--- src/rtl/alpha_mult_pkg.sv ---
// alpha_mult_pkg
//   Shared definitions for the alpha multiplier arbiter.
//   - Default amplitude and tag widths.
//   - Alpha encoding constants. Alpha is a 2-bit signed value per component.
//   - Complex amplitude struct {r, i} at the default width.
//   - alpha_legal(): true when exactly one component is +/-1 and the other is 0.
package alpha_mult_pkg;

    localparam int COMPLEX_BIT_DEF = 24;
    localparam int TAG_W_DEF       = 4;

    localparam logic signed [1:0] ALPHA_POS = 2'sd1;
    localparam logic signed [1:0] ALPHA_NEG = -2'sd1;

    typedef struct packed {
        logic signed [COMPLEX_BIT_DEF-1:0] r;
        logic signed [COMPLEX_BIT_DEF-1:0] i;
    } cplx_t;

    function automatic logic alpha_legal(input logic signed [1:0] ar,
                                         input logic signed [1:0] ai);
        logic r_unit;
        logic i_unit;
        r_unit = (ar == ALPHA_POS) || (ar == ALPHA_NEG);
        i_unit = (ai == ALPHA_POS) || (ai == ALPHA_NEG);
        return (r_unit && (ai == 2'sd0)) || (i_unit && (ar == 2'sd0));
    endfunction

endpackage

--- src/rtl/alpha_mult_arbiter_phase_mult.sv ---
// phase_mult
//   Combinational product amp * alpha with alpha in {+1, -1, +i, -i}.
//   The real component of alpha takes priority; anything that is not a unit
//   value gives a zero product. Negation wraps at W bits (no saturation).
// Ports
//   alpha_r, alpha_i : signed 2-bit alpha components
//   amp_r, amp_i     : signed W-bit amplitude
//   prod_r, prod_i   : signed W-bit product
module phase_mult
    import alpha_mult_pkg::*;
#(
    parameter int W = COMPLEX_BIT_DEF
) (
    input  logic signed [1:0]   alpha_r,
    input  logic signed [1:0]   alpha_i,
    input  logic signed [W-1:0] amp_r,
    input  logic signed [W-1:0] amp_i,
    output logic signed [W-1:0] prod_r,
    output logic signed [W-1:0] prod_i
);

    always_comb begin
        prod_r = '0;
        prod_i = '0;
        if (alpha_r == ALPHA_POS) begin
            prod_r = amp_r;
            prod_i = amp_i;
        end else if (alpha_r == ALPHA_NEG) begin
            prod_r = -amp_r;
            prod_i = -amp_i;
        end else if (alpha_i == ALPHA_POS) begin
            prod_r = -amp_i;
            prod_i = amp_r;
        end else if (alpha_i == ALPHA_NEG) begin
            prod_r = amp_i;
            prod_i = -amp_r;
        end
    end

endmodule

--- src/rtl/alpha_mult_arbiter.sv ---
// alpha_mult_arbiter
//   Shares one phase multiplier between two requesters (0: gate update,
//   1: measurement/cofactor). Round-robin grant, one registered result stage
//   with full back-pressure, tag carried through with each request.
// Ports
//   clk, rst                   : clock, asynchronous active-high reset
//   req_valid[1:0]             : request valid per requester
//   req_ready[1:0]             : combinational grant (one-hot or zero)
//   req_alpha_r/i0, _r/i1      : signed 2-bit alpha per requester
//   req_amp_r/i0, _r/i1        : signed amplitude per requester
//   req_tag0, req_tag1         : request tags
//   out_valid / out_ready      : result handshake
//   out_amp_r/i, out_id, out_tag : result product, issuing requester, tag
//   alpha_err                  : sticky illegal-alpha flag (only when the
//                                ALPHA_ERR_EN macro is defined)
module alpha_mult_arbiter
    import alpha_mult_pkg::*;
#(
    parameter int COMPLEX_BIT = COMPLEX_BIT_DEF,
    parameter int TAG_W       = TAG_W_DEF
) (
    input  logic                          clk,
    input  logic                          rst,
    input  logic [1:0]                    req_valid,
    output logic [1:0]                    req_ready,
    input  logic signed [1:0]             req_alpha_r0,
    input  logic signed [1:0]             req_alpha_i0,
    input  logic signed [COMPLEX_BIT-1:0] req_amp_r0,
    input  logic signed [COMPLEX_BIT-1:0] req_amp_i0,
    input  logic [TAG_W-1:0]              req_tag0,
    input  logic signed [1:0]             req_alpha_r1,
    input  logic signed [1:0]             req_alpha_i1,
    input  logic signed [COMPLEX_BIT-1:0] req_amp_r1,
    input  logic signed [COMPLEX_BIT-1:0] req_amp_i1,
    input  logic [TAG_W-1:0]              req_tag1,
    output logic                          out_valid,
    input  logic                          out_ready,
    output logic signed [COMPLEX_BIT-1:0] out_amp_r,
    output logic signed [COMPLEX_BIT-1:0] out_amp_i,
    output logic                          out_id,
    output logic [TAG_W-1:0]              out_tag
`ifdef ALPHA_ERR_EN
    ,
    output logic                          alpha_err
`endif
);

    logic                          stage_free;
    logic                          gnt_any;
    logic                          gnt_id;
    logic                          last_grant;
    logic                          hs;
    logic signed [1:0]             sel_alpha_r;
    logic signed [1:0]             sel_alpha_i;
    logic signed [COMPLEX_BIT-1:0] sel_amp_r;
    logic signed [COMPLEX_BIT-1:0] sel_amp_i;
    logic [TAG_W-1:0]              sel_tag;
    logic signed [COMPLEX_BIT-1:0] prod_r;
    logic signed [COMPLEX_BIT-1:0] prod_i;

    assign stage_free = !out_valid || out_ready;

    // On a tie the requester that did not win last time gets the slot.
    always_comb begin
        gnt_any = 1'b0;
        gnt_id  = 1'b0;
        if (req_valid == 2'b11) begin
            gnt_any = 1'b1;
            gnt_id  = !last_grant;
        end else if (req_valid[0]) begin
            gnt_any = 1'b1;
            gnt_id  = 1'b0;
        end else if (req_valid[1]) begin
            gnt_any = 1'b1;
            gnt_id  = 1'b1;
        end
    end

    assign hs        = stage_free && gnt_any;
    assign req_ready = hs ? (gnt_id ? 2'b10 : 2'b01) : 2'b00;

    assign sel_alpha_r = gnt_id ? req_alpha_r1 : req_alpha_r0;
    assign sel_alpha_i = gnt_id ? req_alpha_i1 : req_alpha_i0;
    assign sel_amp_r   = gnt_id ? req_amp_r1   : req_amp_r0;
    assign sel_amp_i   = gnt_id ? req_amp_i1   : req_amp_i0;
    assign sel_tag     = gnt_id ? req_tag1     : req_tag0;

    phase_mult #(
        .W (COMPLEX_BIT)
    ) u_phase_mult (
        .alpha_r (sel_alpha_r),
        .alpha_i (sel_alpha_i),
        .amp_r   (sel_amp_r),
        .amp_i   (sel_amp_i),
        .prod_r  (prod_r),
        .prod_i  (prod_i)
    );

    // Data registers only move on a handshake; a drain without a new load
    // just drops out_valid and leaves the last result visible.
    always_ff @(posedge clk or posedge rst) begin
        if (rst) begin
            out_valid  <= 1'b0;
            out_amp_r  <= '0;
            out_amp_i  <= '0;
            out_id     <= 1'b0;
            out_tag    <= '0;
            last_grant <= 1'b1;
        end else if (hs) begin
            out_valid  <= 1'b1;
            out_amp_r  <= prod_r;
            out_amp_i  <= prod_i;
            out_id     <= gnt_id;
            out_tag    <= sel_tag;
            last_grant <= gnt_id;
        end else if (out_ready) begin
            out_valid  <= 1'b0;
        end
    end

`ifdef ALPHA_ERR_EN
    always_ff @(posedge clk or posedge rst) begin
        if (rst) begin
            alpha_err <= 1'b0;
        end else if (hs && !alpha_legal(sel_alpha_r, sel_alpha_i)) begin
            alpha_err <= 1'b1;
        end
    end
`endif

endmodule

--- config.mk ---
export PLATFORM = sky130hd
export DESIGN_NAME = alpha_mult_arbiter
export DESIGN_NICKNAME = d
export VERILOG_FILES = /design/src/rtl/alpha_mult_pkg.sv /design/src/rtl/alpha_mult_arbiter_phase_mult.sv /design/src/rtl/alpha_mult_arbiter.sv
export SDC_FILE = /design/constraint.sdc
export NUM_CORES = 1
export LEC_CHECK = 0
export BUFFER_PORTS_ARGS = -buffer_cell sky130_fd_sc_hd__buf_2
export CORE_AREA = 2 2 125 127
export CTS_BUF_LIST = sky130_fd_sc_hd__clkbuf_8
export DETAILED_ROUTE_END_ITERATION = 12
export DIE_AREA = 0 0 127 129
export SYNTH_ARGS = -nofsm -noshare
export SYNTH_HDL_FRONTEND = slang
export SYNTH_HIERARCHICAL = 1
export SYNTH_SLANG_ARGS = --single-unit
--- constraint.sdc ---
create_clock -name clk -period 6.6 [get_ports clk]
set_input_delay 0.66 -clock clk [delete_from_list [all_inputs] [get_ports clk]]
set_output_delay 0.66 -clock clk [all_outputs]
set_load 0.05 [all_outputs]
==> summary.md <==
| Metric | Value |
|---|---|
| Status | complete, no violations |
| Clock group share of total power | 11.6% |
| Crit path cell chain | buf_2 > a21boi_4 > buf_4 > mux2_2 > nor3b_1 > nand4_1 > o31ai_1 > xor2_1 > o22ai_1 > mux2_4 |
| Seq. cell area | 0.00138 sq mm |
| All-Layer GR Usage | 18.7% |
| PortBufs | 172 |
| Synth area leaders | dfrtp_1 26%, mux2_4 13%, mux2_2 12%, xor2_1 9.6%, xnor2_1 5.1% |
| Syn. warnings | 6 |
| Net switching power | 0.000821 W |
| DRC Markers | 0 |
| Clk slew on worst S/H paths | 0.11 ns |
| RSZ-0062 raised after global routing | no |
| WL per Instance | 18.1 um |
| Metal2 WL | 7.01 mm |
| Top cell type's share of synthesized area | 26.0% |
| P_leak | 2.78 nW |
| Post-route clock period utilization | 65.1% |
| Initial Util | 34.7% |
| Total CTS buffers | 5 |
| Number of global-route vias before repair | 4464 |
| Hpwl dp | 11.5 mm |
| CP arrival | 4.53 ns |
| Largest net degree at the start of global routing | 56 |
| Final critical-path required period | 4.30 ns |
| DRT met1 WL | 7.38 mm |
| Core Footprint | 0.0150 sq mm |
| Hold Path Class | input pin to asynchronous set/reset pin |
| # hold bufs at CTS | 0 |
| Combinational share of power | 59.6% |
| Internal power | 0.000858 W |
| Ports | 173 |
| CTS sink cnt | 55 |
| Post-route cell area | 0.00611 sq mm |
| Final Slew Violations | 0 |
| Post-Route WL | 15.4 mm |
| CP top delay family | compound AO/OA/AOI/OAI gates |
| Syn Inst Count | 532 |
| Cell accounting for the most synthesized area | dfrtp_1 |
| Final hold slack | 0.496 ns |
| Commonest cells in the netlist | 57 x xor2_1, 54 x dfrtp_1, 54 x mux2_2 |
| Met3 wirelength from detailed routing | 844 um |
| CP Capture Type | flip-flop |
| Initial antenna violation count | 0 |
| Reg power frac | 28.8% |
| Max Clk Rate | 0.233 GHz |
| Synth Register Bits | 55 |
| Number of flops mapped to enable cells by yosys | 0 |
| Peak VDD IR | 0.132 mV |
| Mapped Area | 0.00519 sq mm |
| CP max stage cell | a21boi_4 |
| Crit-path max FO | 26 |
| P per Cell Area | 275 mW/mm^2 |
| Switch share | 48.9% |
| Initial DRC count | 310 |
| Drt via density | 5.33 |
| Setup TNS | 0 ns |
| Highest metal used | met4 |
| Avg Cell Area, Syn | 9.77 sq um |
| GPL Wtd Cong | 0.843 |
| Fraction of registers with async set/reset | 100% |
| Congestion Overflow GR | 0 |
| Vias | 4550 |
| Max-slew headroom | 36.5% |
| Fin. Hold Viols | 0 |
| Diodes inserted | 0 |
| CTS-repair resized insts | 0 |
| Share of cells above drive strength 1 | 44.2% |
| Area of the die | 0.0164 sq mm |
| Layout Utilization | 40.8% |
| Worst-skew pair later-pin latency | 0.34 ns |
| CP peak stage delay | 0.69 ns |
| Top-count cell post-synth | xor2_1 |
| Seq/Total Area, Yosys | 26.5% |
| Worst-Margin Slew | 0.953 ns |
| Ys flop type | dfrtp_1 |
| Htree depth | 2 |
| Die height | 129 um |
| Max-Cap Viols | 0 |
| # fillers | 1519 |
| Clock Path Buffers | 2 |
| Layout area overhead | 17.6% |
| CTS tree | yes |
| # rows | 45 |
| Buf+Inv Stages, Crit Path | 2 |
| CP required | 6.84 ns |
| Post-DP Area | 0.00603 sq mm |
| Startpoint Class | input pin |
| Net count, final | 783 |
| Setup bufs post-CTS | 0 |
| R2R depth | 9 |
| Worst setup skew after layout | 0.00972 ns |
| Clock tree root buffer cell | clkbuf_8 |
| First-pass GRT wire length | 24.1 mm |
| Crit path kind | input pin to flip-flop |
| Number of detailed-route iterations in the first pass | 5 |
| Finish-stage setup viols | 0 |
| Width of the die | 127 um |
| Area occupied by multi-input gates | 0.00349 sq mm |
| Netlist cell types | 48 |
| Synthesized net count | 651 |
| Final ANT Viol Nets | 0 |
| WP depth | 10 |
==> layout by cell type (no fill, tap or decap), types with 3 or more instances in the layout <==
cell type / count
clkinv_2: 3
nand3_1: 4
a21o_1: 3
nor4_1: 7
o41ai_1: 15
inv_1: 8
clkbuf_8: 5
dfrtp_1: 54
nor3_1: 10
a21oi_1: 25
buf_4: 4
mux2i_1: 8
or3_1: 7
o31ai_1: 16
mux2_2: 54
o22ai_1: 36
o2bb2ai_1: 5
nand2b_1: 5
xor2_1: 57
xnor2_1: 30
a31oi_1: 8
nor2_1: 21
mux2_4: 46
nand2_1: 23
o21ai_0: 15
buf_2: 172
==> through the flow <==
step / total power (W) / instances / setup WS (ns)
after detailed placement: 0.00149 / 845 / 1.94
after global placement: 0.00148 / 845 / 2.08
after floorplan: 0.00127 / 532 / 2.99
after global routing: 0.00177 / 853 / 2.01
after CTS: 0.00169 / 853 / 2.28
final: 0.00168 / 853 / 2.30
==> final timing paths <==
path                            slack [ns]              startpoint                        end
worst min register to register        0.50      out_id$_DFFE_PP0P_         out_id$_DFFE_PP0P_
max in group asynchronous             5.63                     rst   out_amp_r[4]$_DFFE_PP0P_
worst max register to register        2.34  last_grant$_DFFE_PP1P_  out_amp_i[22]$_DFFE_PP0P_
min in group clk                      0.50      out_id$_DFFE_PP0P_         out_id$_DFFE_PP0P_
worst min-delay path                  0.50                     rst  out_amp_r[19]$_DFFE_PP0P_
worst max-delay path                  2.30            req_valid[0]  out_amp_i[22]$_DFFE_PP0P_
==> tightest hold or removal path, stage by stage <==
cell   delay [ns]
buf_2        0.10
inv_2        0.03
buf_4        0.55
==> per-layer routing <==
layer  global-route usage (%)  up-vias
met5                        0        -
met4                     5.37        0
met3                     2.83       12
met2                     29.5      147
met1                     26.8     2178
li1                         -     2213
==> layout make-up <==
class / count / share of cell area [%]
timing repair buffer: 176 / 14.6
multi-input combinational: 416 / 57.0
clock buffer: 5 / 1.13
clock inverter: 3 / 0.246
tap: 188 / 3.85
inverter: 10 / 0.614
sequential: 55 / 22.5
==> registers in the layout (all words and copies together), names as in the netlist <==
register,flops
last_grant,1
out_amp_i,24
out_amp_r,24
out_id,1
out_tag,4
out_valid,1
==> power by group through the flow <==
| stage | Clock [W] | Sequential, W | Combinational [W] |
|---|---|---|---|
| global route | 0.000214 | 0.000497 | 0.00106 |
| detailed placement | 0 | 0.000492 | 0.000998 |
| floorplan | 0 | 0.000799 | 0.000472 |
| CTS | 0.000202 | 0.000486 | 0.00100 |
| finish | 0.000195 | 0.000484 | 0.00100 |
| global placement | 0 | 0.000491 | 0.000991 |
==> kinds of logic after synthesis <==
kind of cell | synth area share, %
multiplexers | 26.5
XOR/XNOR | 14.7
flip-flops | 26.5
AND/OR/NAND/NOR | 9.25
adder cells (fa/ha/maj) | 0.482
buffers and inverters | 6.60
AO/OA/AOI/OAI | 15.9
Note: power is estimated with default switching activity, not from simulation.
